### config.mk
export PLATFORM = sky130hd
export DESIGN_NAME = uart_cmd_frame_tx
export DESIGN_NICKNAME = d
export VERILOG_FILES = /design/src/rtl/uart_cmd_pkg.sv /design/src/rtl/uart_cmd_frame_tx_byte_ser.sv /design/src/rtl/uart_cmd_frame_tx.sv
export SDC_FILE = /design/constraint.sdc
export NUM_CORES = 1
export LEC_CHECK = 0
export ABC_AREA = 1
export CAP_MARGIN = 20
export CORE_MARGIN = 10
export CORE_UTILIZATION = 55
export DETAILED_ROUTE_END_ITERATION = 7
export DONT_BUFFER_PORTS = 1
export MAX_ROUTING_LAYER = met4
export PLACE_DENSITY = 0.74
export SLEW_MARGIN = 20
export SYNTH_ARGS = -nofsm -noshare
export SYNTH_HDL_FRONTEND = slang
export SYNTH_HIERARCHICAL = 1
export SYNTH_SLANG_ARGS = --single-unit
export TNS_END_PERCENT = 30
### constraint.sdc
create_clock -name CLK -period 3.8 [get_ports CLK]
set_input_delay 0.76 -clock CLK [delete_from_list [all_inputs] [get_ports CLK]]
set_output_delay 0.76 -clock CLK [all_outputs]
set_load 0.01 [all_outputs]
### src/rtl/uart_cmd_pkg.sv
// Shared types, opcodes and byte-list helpers for the UART command frame generator.
package uart_cmd_pkg;

    localparam logic [7:0] OP_WR      = 8'hAA;
    localparam logic [7:0] OP_RD      = 8'hBB;
    localparam logic [7:0] OP_ALU_OP  = 8'hCC;
    localparam logic [7:0] OP_ALU_NOP = 8'hDD;

    typedef enum logic [1:0] {
        CMD_WR      = 2'd0,
        CMD_RD      = 2'd1,
        CMD_ALU_OP  = 2'd2,
        CMD_ALU_NOP = 2'd3
    } cmd_type_e;

    // Per-byte line states of the serialiser.
    typedef enum logic [2:0] {
        FR_IDLE   = 3'd0,
        FR_START  = 3'd1,
        FR_DATA   = 3'd2,
        FR_PARITY = 3'd3,
        FR_STOP   = 3'd4
    } frame_state_e;

    // Command-level states of the top: waiting, a byte on the wire, inter-byte gap.
    typedef enum logic [1:0] {
        CS_IDLE = 2'd0,
        CS_SEND = 2'd1,
        CS_GAP  = 2'd2
    } cmd_state_e;

    typedef struct packed {
        cmd_type_e   typ;
        logic [3:0]  addr;
        logic [7:0]  data0;
        logic [7:0]  data1;
        logic [3:0]  fun;
        logic        par_en;
        logic        par_typ;
    } cmd_t;

    // Number of bytes in the frame sequence for a command type.
    function automatic logic [2:0] byte_count(input cmd_type_e typ);
        logic [2:0] n;
        n = 3'd2;
        case (typ)
            CMD_WR:     n = 3'd3;
            CMD_RD:     n = 3'd2;
            CMD_ALU_OP: n = 3'd4;
            default:    n = 3'd2;
        endcase
        return n;
    endfunction

    // Byte at position idx of a command's frame sequence.
    function automatic logic [7:0] cmd_byte(input cmd_t cmd, input logic [1:0] idx);
        logic [7:0] b;
        b = 8'h00;
        case (cmd.typ)
            CMD_WR: begin
                case (idx)
                    2'd0:    b = OP_WR;
                    2'd1:    b = {4'h0, cmd.addr};
                    default: b = cmd.data0;
                endcase
            end
            CMD_RD: begin
                b = (idx == 2'd0) ? OP_RD : {4'h0, cmd.addr};
            end
            CMD_ALU_OP: begin
                case (idx)
                    2'd0:    b = OP_ALU_OP;
                    2'd1:    b = cmd.data0;
                    2'd2:    b = cmd.data1;
                    default: b = {4'h0, cmd.fun};
                endcase
            end
            default: begin
                b = (idx == 2'd0) ? OP_ALU_NOP : {4'h0, cmd.fun};
            end
        endcase
        return b;
    endfunction

endpackage

### src/rtl/uart_cmd_frame_tx_byte_ser.sv
// Serialises one byte as a UART frame (start, 8 data LSB first, optional parity, stop).
module uart_byte_ser
    import uart_cmd_pkg::*;
#(
    parameter int unsigned CLKS_PER_BIT = 8
) (
    input  logic       clk,
    input  logic       rst,
    input  logic       start_c,
    input  logic [7:0] byte_i,
    input  logic       par_en_i,
    input  logic       par_typ_i,
    output logic       tx_o,
    output logic       done_c
);

    localparam int unsigned       CW      = $clog2(CLKS_PER_BIT);
    localparam logic [CW-1:0]     CNT_MAX = CW'(CLKS_PER_BIT - 1);

    frame_state_e  state_q, state_d;
    logic [CW-1:0] cnt_q, cnt_d;
    logic [2:0]    bit_q, bit_d;
    logic [7:0]    shr_q, shr_d;
    logic          par_en_q, par_en_d;
    logic          par_typ_q, par_typ_d;
    logic          tx_q, tx_d;
    logic          tick_c;
    logic          load_c;

    assign tick_c = (cnt_q == CNT_MAX);
    assign tx_o   = tx_q;

    // Next-state, bit timing, byte load and registered line level.
    always_comb begin
        state_d   = state_q;
        cnt_d     = cnt_q;
        bit_d     = bit_q;
        shr_d     = shr_q;
        par_en_d  = par_en_q;
        par_typ_d = par_typ_q;
        done_c    = 1'b0;
        load_c    = 1'b0;
        tx_d      = 1'b1;

        if (state_q != FR_IDLE) begin
            cnt_d = tick_c ? '0 : cnt_q + CW'(1);
        end

        case (state_q)
            FR_IDLE: begin
                if (start_c) load_c = 1'b1;
            end
            FR_START: begin
                if (tick_c) begin
                    state_d = FR_DATA;
                    bit_d   = 3'd0;
                end
            end
            FR_DATA: begin
                if (tick_c) begin
                    if (bit_q == 3'd7) begin
                        state_d = par_en_q ? FR_PARITY : FR_STOP;
                    end else begin
                        bit_d = bit_q + 3'd1;
                    end
                end
            end
            FR_PARITY: begin
                if (tick_c) state_d = FR_STOP;
            end
            FR_STOP: begin
                if (tick_c) begin
                    done_c = 1'b1;
                    if (start_c) load_c = 1'b1;
                    else         state_d = FR_IDLE;
                end
            end
            default: state_d = FR_IDLE;
        endcase

        // A new byte can follow a stop bit directly when no gap is configured.
        if (load_c) begin
            state_d   = FR_START;
            shr_d     = byte_i;
            par_en_d  = par_en_i;
            par_typ_d = par_typ_i;
        end

        case (state_d)
            FR_START:  tx_d = 1'b0;
            FR_DATA:   tx_d = shr_d[bit_d];
            FR_PARITY: tx_d = (^shr_d) ^ par_typ_d;
            default:   tx_d = 1'b1;
        endcase
    end

    // State and datapath registers; line idles high in reset.
    always_ff @(posedge clk or posedge rst) begin
        if (rst) begin
            state_q   <= FR_IDLE;
            cnt_q     <= '0;
            bit_q     <= 3'd0;
            shr_q     <= 8'h00;
            par_en_q  <= 1'b0;
            par_typ_q <= 1'b0;
            tx_q      <= 1'b1;
        end else begin
            state_q   <= state_d;
            cnt_q     <= cnt_d;
            bit_q     <= bit_d;
            shr_q     <= shr_d;
            par_en_q  <= par_en_d;
            par_typ_q <= par_typ_d;
            tx_q      <= tx_d;
        end
    end

endmodule

### src/rtl/uart_cmd_frame_tx.sv
// Host-side command generator: expands one command into its byte sequence and sends it over UART.
module uart_cmd_frame_tx
    import uart_cmd_pkg::*;
#(
    parameter int unsigned CLKS_PER_BIT = 8,
    parameter int unsigned GAP_BITS     = 1
) (
    input  logic       CLK,
    input  logic       RST,
    input  logic       CMD_VALID,
    output logic       CMD_READY,
    input  logic [1:0] CMD_TYPE,
    input  logic [3:0] CMD_ADDR,
    input  logic [7:0] CMD_DATA0,
    input  logic [7:0] CMD_DATA1,
    input  logic [3:0] CMD_FUN,
    input  logic       PAR_EN,
    input  logic       PAR_TYP,
    output logic       TX_OUT,
    output logic       BUSY,
    output logic       CMD_DONE
);

    localparam int unsigned   GAP_CYC = GAP_BITS * CLKS_PER_BIT;
    localparam int unsigned   GW      = 12;
    localparam logic [GW-1:0] GAP_MAX = GW'(GAP_CYC - 1);

    cmd_state_e    state_q, state_d;
    cmd_t          cmd_q, cmd_d;
    logic [1:0]    idx_q, idx_d;
    logic [GW-1:0] gap_q, gap_d;
    logic          busy_q, busy_d;
    logic          ready_q, ready_d;
    logic          done_q, done_d;

    logic          ser_start_c;
    logic          ser_done_c;
    logic [7:0]    ser_byte_c;
    logic [1:0]    last_idx_c;

    assign last_idx_c = 2'(byte_count(cmd_q.typ) - 3'd1);

    assign CMD_READY = ready_q;
    assign BUSY      = busy_q;
    assign CMD_DONE  = done_q;

    // Command sequencing: accept, advance byte index, time the inter-byte gap.
    always_comb begin
        state_d     = state_q;
        cmd_d       = cmd_q;
        idx_d       = idx_q;
        gap_d       = gap_q;
        done_d      = 1'b0;
        ser_start_c = 1'b0;

        case (state_q)
            CS_IDLE: begin
                if (CMD_VALID) begin
                    cmd_d.typ     = cmd_type_e'(CMD_TYPE);
                    cmd_d.addr    = CMD_ADDR;
                    cmd_d.data0   = CMD_DATA0;
                    cmd_d.data1   = CMD_DATA1;
                    cmd_d.fun     = CMD_FUN;
                    cmd_d.par_en  = PAR_EN;
                    cmd_d.par_typ = PAR_TYP;
                    idx_d         = 2'd0;
                    ser_start_c   = 1'b1;
                    state_d       = CS_SEND;
                end
            end
            CS_SEND: begin
                if (ser_done_c) begin
                    if (idx_q == last_idx_c) begin
                        state_d = CS_IDLE;
                        done_d  = 1'b1;
                    end else begin
                        idx_d = idx_q + 2'd1;
                        if (GAP_CYC == 0) begin
                            ser_start_c = 1'b1;
                        end else begin
                            state_d = CS_GAP;
                            gap_d   = '0;
                        end
                    end
                end
            end
            CS_GAP: begin
                if (gap_q == GAP_MAX) begin
                    gap_d       = '0;
                    ser_start_c = 1'b1;
                    state_d     = CS_SEND;
                end else begin
                    gap_d = gap_q + GW'(1);
                end
            end
            default: state_d = CS_IDLE;
        endcase

        busy_d     = (state_d != CS_IDLE);
        ready_d    = (state_d == CS_IDLE);
        ser_byte_c = cmd_byte(cmd_d, idx_d);
    end

    // Command latch, counters and registered handshake/status outputs.
    always_ff @(posedge CLK or posedge RST) begin
        if (RST) begin
            state_q <= CS_IDLE;
            cmd_q   <= '0;
            idx_q   <= 2'd0;
            gap_q   <= '0;
            busy_q  <= 1'b0;
            ready_q <= 1'b1;
            done_q  <= 1'b0;
        end else begin
            state_q <= state_d;
            cmd_q   <= cmd_d;
            idx_q   <= idx_d;
            gap_q   <= gap_d;
            busy_q  <= busy_d;
            ready_q <= ready_d;
            done_q  <= done_d;
        end
    end

    uart_byte_ser #(
        .CLKS_PER_BIT (CLKS_PER_BIT)
    ) u_ser (
        .clk       (CLK),
        .rst       (RST),
        .start_c   (ser_start_c),
        .byte_i    (ser_byte_c),
        .par_en_i  (cmd_d.par_en),
        .par_typ_i (cmd_d.par_typ),
        .tx_o      (TX_OUT),
        .done_c    (ser_done_c)
    );

endmodule

== Word-level counts from Yosys, hierarchy flattened ==
Index checks and enable logic that the tools add are counted.
Word-level totals
  bits in writable memories: 0
  memories: 0
  flip-flop bits (word level): 67
  bits of input ports: 31
  bits in latches: 0
  ROM bits: 0
Cells by class
  shift operators: 0
  reduce and logical (&&, ||, !) cells: 11
  magnitude comparators: 1
  add/sub/neg operators: 5
  bitwise gates (word level): 1
  eq/ne operators: 20
  $mul: 0
  mux-type cells: 51
  div/mod/pow operators: 0
Operators with widths (count)
  28-bit two-way mux: 2
  8-bit case mux with 3 select lines: 2
  12-bit two-way mux: 3
  3-bit two-way mux: 12
  8-bit two-way mux: 3
  12-bit case mux with 2 select lines: 1
  8-bit case mux with 2 select lines: 1
  3-bit case mux with 5 select lines: 1
  2-bit two-way mux: 7
  12-bit by 1-bit adder with 12-bit output, second input constant: 1
  12-bit by 3-bit == test with 1-bit output, second input constant: 1
  3-bit by 2-bit == test with 1-bit output, second input constant: 4
  1-bit two-way mux: 11
  2-bit zero test: 5
  3-bit == test, second input constant: 3
  2-bit == test, second input constant: 4
  2-bit case mux with 2 select lines: 2
  8-bit parity: 1
  3-bit by 1-bit adder with 3-bit output, second input constant: 2
  2-bit by 1-bit == test with 1-bit output, second input constant: 3
  3-bit by 1-bit == test with 1-bit output, second input constant: 2
  2-bit case mux with 3 select lines: 1
  3-bit case mux with 2 select lines: 1
  3-bit by 4-bit less-than comparator with 1-bit output, second input constant: 1
  other kinds (12): 15

== Depth between registers and ports, before layout ==
  depth after elaboration: 14
  mapped depth: 28

== Modules after synthesis ==
Netlist, hierarchy kept.
By module, submodules not included
  uart_cmd_frame_tx: area each 2680.1 µm², seq. area each 1177.4 µm², times used 1, cells each 353
  uart_byte_ser: area each 1478.9 µm², seq. area each 501.7 µm², times used 1, cells each 218

== Worst setup path before layout ==
Ideal clock, no wire load.
  path kind: register to register
  from: register u_ser.state_q[0]
  to: register u_ser.tx_q (netlist: u_ser/tx_o)
  stages on the path, launching flop included: 27
  setup time: 60 ps
  buffers on the path: 3
  arrival time: 2632 ps
  slack: 1107 ps
  clock period less this slack: 2693 ps
  data required time: 3740 ps
  cells stage by stage: dfrtp_1 -> nor2_4 -> buf_6 -> nand2_1 -> nor2_1 -> nand2_1 -> inv_1 -> nand2_1 -> nand2_2 -> nand2_4 -> buf_6 -> buf_6 -> o21ai_0 -> nand3_1 -> nand3_1 -> nand4_1 -> nand2_2 -> nand2_2 -> nand2_2 -> clkinv_1 -> nand2_1 -> nand2_1 -> nand2_1 -> nand2_1 -> nand2_1 -> nand3_1 -> nand2_1
Between the ends
  longest elaborated chain between the ends: 11
  elaborated cells between the ends (all ways): 36
  classes of those cells: 9 x eq/ne; 23 x mux; 1 x bitwise; 3 x reduce/logical
Ends and longest elaborated chain
  start, declared: line uart_cmd_frame_tx_byte_ser.sv:20  | frame_state_e state_q, state_d;
  start signal, assigned: line uart_cmd_frame_tx_byte_ser.sv:108  | state_q <= state_d;
  3-bit == test (*): line uart_cmd_frame_tx_byte_ser.sv:49  | case (state_q)
  1-bit two-way mux (*): line uart_cmd_frame_tx_byte_ser.sv:49
  via ser_done_c: line uart_cmd_frame_tx.sv:37  | logic ser_done_c;
  2-bit two-way mux (*): line uart_cmd_frame_tx.sv:72  | if (ser_done_c) begin
  2-bit case mux with 2 select lines (*): line uart_cmd_frame_tx.sv:56  | case (state_q)
  via idx_d[1]: line uart_cmd_frame_tx.sv:30  | logic [1:0] idx_q, idx_d;
  2-bit == test (tied with other cells): line uart_cmd_pkg.sv:71  | case (idx)
  8-bit case mux with 3 select lines (tied with other cells): line uart_cmd_pkg.sv:71
  8-bit case mux with 3 select lines (*): line uart_cmd_pkg.sv:59  | case (cmd.typ)
  via ser_byte_c[6]: line uart_cmd_frame_tx.sv:38  | logic [7:0] ser_byte_c;
  8-bit two-way mux (*): line uart_cmd_frame_tx_byte_ser.sv:82  | if (load_c) begin
  via u_ser.shr_d[6]: line uart_cmd_frame_tx_byte_ser.sv:23  | logic [7:0] shr_q, shr_d;
  1-bit binary-select mux with 3-bit select / 8-bit parity (equally long branches): line uart_cmd_frame_tx_byte_ser.sv:91, uart_cmd_frame_tx_byte_ser.sv:92
  1-bit two-way mux (implied by the code) / 1-bit bitwise XOR (equally long branches): line uart_cmd_frame_tx_byte_ser.sv:91, uart_cmd_frame_tx_byte_ser.sv:92
  1-bit case mux with 3 select lines (*): line uart_cmd_frame_tx_byte_ser.sv:89  | case (state_d)
  via u_ser.tx_d: line uart_cmd_frame_tx_byte_ser.sv:26  | logic tx_q, tx_d;
  end signal, assigned: line uart_cmd_frame_tx_byte_ser.sv:114  | tx_q <= tx_d;
  end, declared: line uart_cmd_frame_tx_byte_ser.sv:26
The timed path passes the listed nets; every way through them passes the cells marked *. The select of a mux whose other input is x is not followed.
A chain may end at the register's enable or synchronous reset.

== Final worst setup path ==
  from: register u_ser.state_q[0]
  to: register u_ser.tx_q (netlist: u_ser/tx_o)
Between the ends
  longest elaborated chain between the ends: 11
  elaborated cells between the ends (all ways): 36
  classes of those cells: 9 x eq/ne; 23 x mux; 1 x bitwise; 3 x reduce/logical
Ends and longest elaborated chain (line)
  3-bit == test (*): uart_cmd_frame_tx_byte_ser.sv:49
  1-bit two-way mux (*): uart_cmd_frame_tx_byte_ser.sv:49
  via ser_done_c: uart_cmd_frame_tx.sv:37
  2-bit two-way mux (*): uart_cmd_frame_tx.sv:72
  2-bit case mux with 2 select lines (*): uart_cmd_frame_tx.sv:56
  2-bit == test (tied with other cells): uart_cmd_pkg.sv:71
  8-bit case mux with 3 select lines (tied with other cells): uart_cmd_pkg.sv:71
  8-bit case mux with 3 select lines (*): uart_cmd_pkg.sv:59
  via ser_byte_c[5]: uart_cmd_frame_tx.sv:38
  8-bit two-way mux (*): uart_cmd_frame_tx_byte_ser.sv:82
  via u_ser.shr_d[5]: uart_cmd_frame_tx_byte_ser.sv:23
  1-bit binary-select mux with 3-bit select / 8-bit parity (equally long branches): uart_cmd_frame_tx_byte_ser.sv:91, uart_cmd_frame_tx_byte_ser.sv:92
  1-bit two-way mux (implied by the code) / 1-bit bitwise XOR (equally long branches): uart_cmd_frame_tx_byte_ser.sv:91, uart_cmd_frame_tx_byte_ser.sv:92
  1-bit case mux with 3 select lines (*): uart_cmd_frame_tx_byte_ser.sv:89
  via u_ser.tx_d: uart_cmd_frame_tx_byte_ser.sv:26
Marks and branches as above.

==> results by stage <==
Die:
- The floorplan core area is 7290 um2.
- The die covers around 11000 um2.
- The die is about 110 um tall.
- The overall die width is approximately 110 um.
- The number of placement rows is 31.
- The number of I/O pins is 35.
- The initial cell density of the core is between 50 and 60%.

Logic synthesis:
- Of all flip-flops after synthesis, the portion carrying an async set or reset was between 90% and 100%.
- The area share of xor/xnor cells in the synthesized design is around 1.1%.
- Summing the areas of all compound-gate instances in the mapped netlist gives between 7 and 8% of the synthesized area.
- The portion of synthesized area spent on multiplexers is under 10%.
- The most common cell in the synthesized netlist is sky130_fd_sc_hd__nand2_1.
- The mapped netlist covers just over 4000 um2.
- The count of yosys warnings during synthesis is 6.
- The leading area contributor after synthesis is sky130_fd_sc_hd__dfrtp_1.
- In this run the biggest area consumer among cell types represents 39.1% of the synthesized area.
- The post-synthesis adder-cell area fraction is roughly 1.5%.
- The distinct cell type count of the synthesized netlist is 39.
- The main combinational cell family by area after synthesis is simple AND/OR/NAND/NOR gates.
- The post-synthesis sequential element count is 67.
- Ranked by instance count, the synthesized netlist is headed by 182 x sky130_fd_sc_hd__nand2_1, 83 x sky130_fd_sc_hd__inv_1, 65 x sky130_fd_sc_hd__dfrtp_1.
- The synthesized net count is a little over 600.
- The simple-gate share of the synthesized area is around 37%.
- The sequential-to-total area share from yosys stat is around 40%.
- The number of synthesized flops with an enable pin is 0.
- In this run the mean area of a mapped cell was approximately 7.3 um2.
- For this run, the leading register cell type out of synthesis is sky130_fd_sc_hd__dfrtp_1.
- The number of instances in the synthesized netlist is between 500 and 600.
- By area the synthesized netlist is led by sky130_fd_sc_hd__dfrtp_1 39%, sky130_fd_sc_hd__nand2_1 16%, sky130_fd_sc_hd__inv_1 7.5%.

Flow run:
- The number of maximum-capacitance violations is 0.

Power:
- The internal portion of total power is a little over 1 mW.
- The highest ir drop seen on vdd is 0.000215 V.
- Power spread over the standard cell area amounts to approximately 300 nW/um2.
- The switching share of power is roughly a quarter.
- The completed layout was analyzed and its total power is approximately 1.3 mW.
- The leakage dissipation is about 2.3 nW.
- The net switching power of the design is 316 uW.
- The relative contribution of sequential cells to total power is 53.1%.
- The share of total power dissipated in combinational logic is about 1.1%.
- The clock network burns a little under half of the power.

STA:
- Setup repair after global routing left no endpoint under its margin.
- The total of endpoints with negative setup slack in the final report is 0.
- The count of final max-slew check failures was 0.
- Static timing analysis puts the maximum clock frequency at roughly 0.31 GHz.
- The worst hold slack is ~440 ps.
- The final number of hold-violating endpoints is 0.
- The worst-case clock skew is 12.6 ps.
- Setup slack closes at between 500 and 600 ps.
- The part of the cycle the worst path needs is roughly 86%.
- The actual slew at the worst max-slew pin is about 970 ps.
- The aggregate negative setup slack is 0 ps.
- The headroom to the max-slew limit is about a third.
- The worst path needs 3260 ps of the cycle, external delays included.

GRT:
- The largest net degree at the start of global routing is 48.
- The number of global-route vias before repair is 3458.
- The met2 layer usage reported by global route is 28.3%.
- The global-route total usage across every layer is 17.8%.
- The number of antenna violations at the first check in global routing is 0.
- met2 is the most crowded layer.
- The first global-routing pass estimated 16200 um of wire.
- In the global route stage, met1 resource usage came out at approximately 22%.
- The met3 usage in global routing is about 2.9%.
- Global routing finished with a remaining overflow of 0.

Place:
- Once detailed placement completed, the half-perimeter wirelength came to 7030 um.
- The congestion estimate from routability-driven global placement came to between 0.9 and 1.
- The setup slack at placement is approximately 630 ps.
- The placement-stage cell area is 4180 um2.
- Input and output buffers added on the ports amount to 0.

Drt:
- The routed design has roughly 9400 um of wire.
- The detail-routed net length per standard cell is between 10 and 15 um.
- The first routing iteration left between 200 and 250 violations.
- The number of detailed-routing iterations run before antenna repair is 4.
- The routed layout has roughly 3600 vias.
- Dividing the detail-routed via count by the number of cells gives approximately 5.4.
- In the routed design, unresolved DRC markers number 0.
- The number of routed nets with antenna violations is 0.

Clock network:
- After clock tree synthesis, the clock-pin slew on the worst setup and hold paths is around 80 ps.
- The clock insertion delay at the later pin of the skew report is approximately 360 ps.
- CTS saw 67 sinks.
- The tree is rooted in a sky130_fd_sc_hd__clkbuf_8.
- The clock tree synthesis step divided the H-tree into 3 levels.
- The maximum clock path buffer count is 2.
- In this run, post-CTS hold repair placed 0 buffers.
- TritonCTS built the clock tree.
- The total clock buffers created by CTS is 9.
- The setup fix buffers added after clock tree synthesis is 0.
- The post-CTS resize count is 0.

Worst setup path:
- The kind of launch point of the worst setup path is a register.
- On the worst path, the slowest cell contributes a delay of 440 ps.
- Broken down by cell family, the worst path's largest delay share belongs to simple AND/OR/NAND/NOR gates.
- The critical path data required time is ~4000 ps.
- The cell type of the slowest stage on the worst timing path is sky130_fd_sc_hd__dfrtp_1.
- STA classifies the critical path endpoint as a register.
- The most frequent cell on the critical path is sky130_fd_sc_hd__nand2_1.
- Data arrives at the worst endpoint at 3560 ps.
- The count of buffer and inverter cells on the critical path is 2.
- Of all nets on the critical path, the largest fanout is 21.
- The critical path class is register to register.

Outcome:
- The flow ran to the end, and the final reports show no timing, DRC or antenna violations.

Finish:
- The multi-input combinational cells in the finished layout cover a total of about 2000 um2.
- Relative to the synthesized area, the layout overhead comes to 5.48%.
- Once layout is done, the placed cells without fillers occupy approximately 4400 um2.
- The number of fillers in the final layout is 730.
- The storage element area is ~1700 um2.
- Cells with a size suffix above 1 make up around an eighth of the layout.
- The number of antenna diodes is 0.
- In the final design database the tool counted 605 nets.

Min path:
- The class of the worst hold path is input pin to asynchronous set/reset pin.
## power by group through the flow
stage          Combinational (mW)  Clock [mW]  Sequential [mW]
2_1_floorplan              0.0139           0            0.727
3_3_place_gp               0.0154           0            0.727
3_5_place_dp               0.0159           0            0.727
4_1_cts                    0.0159       0.634            0.712
5_1_grt                    0.0174       0.656            0.712
6_report                   0.0144       0.614            0.713
## cells in the final DEF (no fill, tap or decap), drive strengths merged
cell,count
inv,89
o21ai,29
or2,1
buf,3
xor2,4
ha,5
mux2,5
o21a,1
clkinvlp,1
nand3,62
nor4,3
o32ai,1
dfrtp,65
a311oi,1
nand3b,1
clkbuf,9
nand2,213
xnor2,1
and2,1
bufinv,1
nor2,24
o22ai,6
o211ai,6
clkinv,4
nand4,23
a21oi,7
mux2i,1
dfstp,2
nor3,5
## logic make-up after synthesis
family | Yosys count
and+or+nand+nor | 333
xor gates and xnor gates | 5
adders and majority gates | 5
DFF | 67
buffers and inverters | 104
muxes | 6
AOI/OAI and AO/OA | 51
## flip-flops by register name, indices dropped and copies added (netlist names)
register         cells
cmd_q               28
gap_q               12
u_ser/shr_q          8
u_ser/bit_q          3
u_ser/cnt_q          3
u_ser/state_q        3
idx_q                2
state_q              2
BUSY                 1
CMD_DONE             1
CMD_READY            1
u_ser/par_en_q       1
u_ser/par_typ_q      1
u_ser/tx_o           1
## metrics by stage
stage	utilization, %	instances
6_report	60.2	673
5_1_grt	60.2	673
4_1_cts	60.2	673
3_5_place_dp	57.3	657
3_3_place_gp	57.3	657
2_1_floorplan	-	571
## layer usage
metal	up-vias	part of all wire, %
li1	1831	-
met1	1668	46
met2	94	47
met3	17	4.1
met4	0	2.2
met5	-	0
## area by class of cell
class	count	share of cell area (%)
multi-input combinational	400	46.2
inverter	88	7.53
tap	99	2.82
sequential	67	38.3
timing repair buffer	3	0.513
clock inverter	7	1.85
clock buffer	9	2.82
## path summary, 6_finish.rpt
path | start | end | slack, ps | depth (start not counted)
setup / recovery | u_ser/state_q[0] | u_ser/tx_o | 540 | 25
hold / removal | RST | u_ser/shr_q[4] | 440 | 1
setup reg to reg | u_ser/state_q[0] | u_ser/tx_o | 540 | 25
hold reg to reg | gap_q[10] | gap_q[10] | 490 | 2
max in group asynchronous | RST | cmd_q[19] | 2680 | 1
min in group CLK | gap_q[10] | gap_q[10] | 490 | 2
No activity file was read; power rests on OpenSTA's default activity.
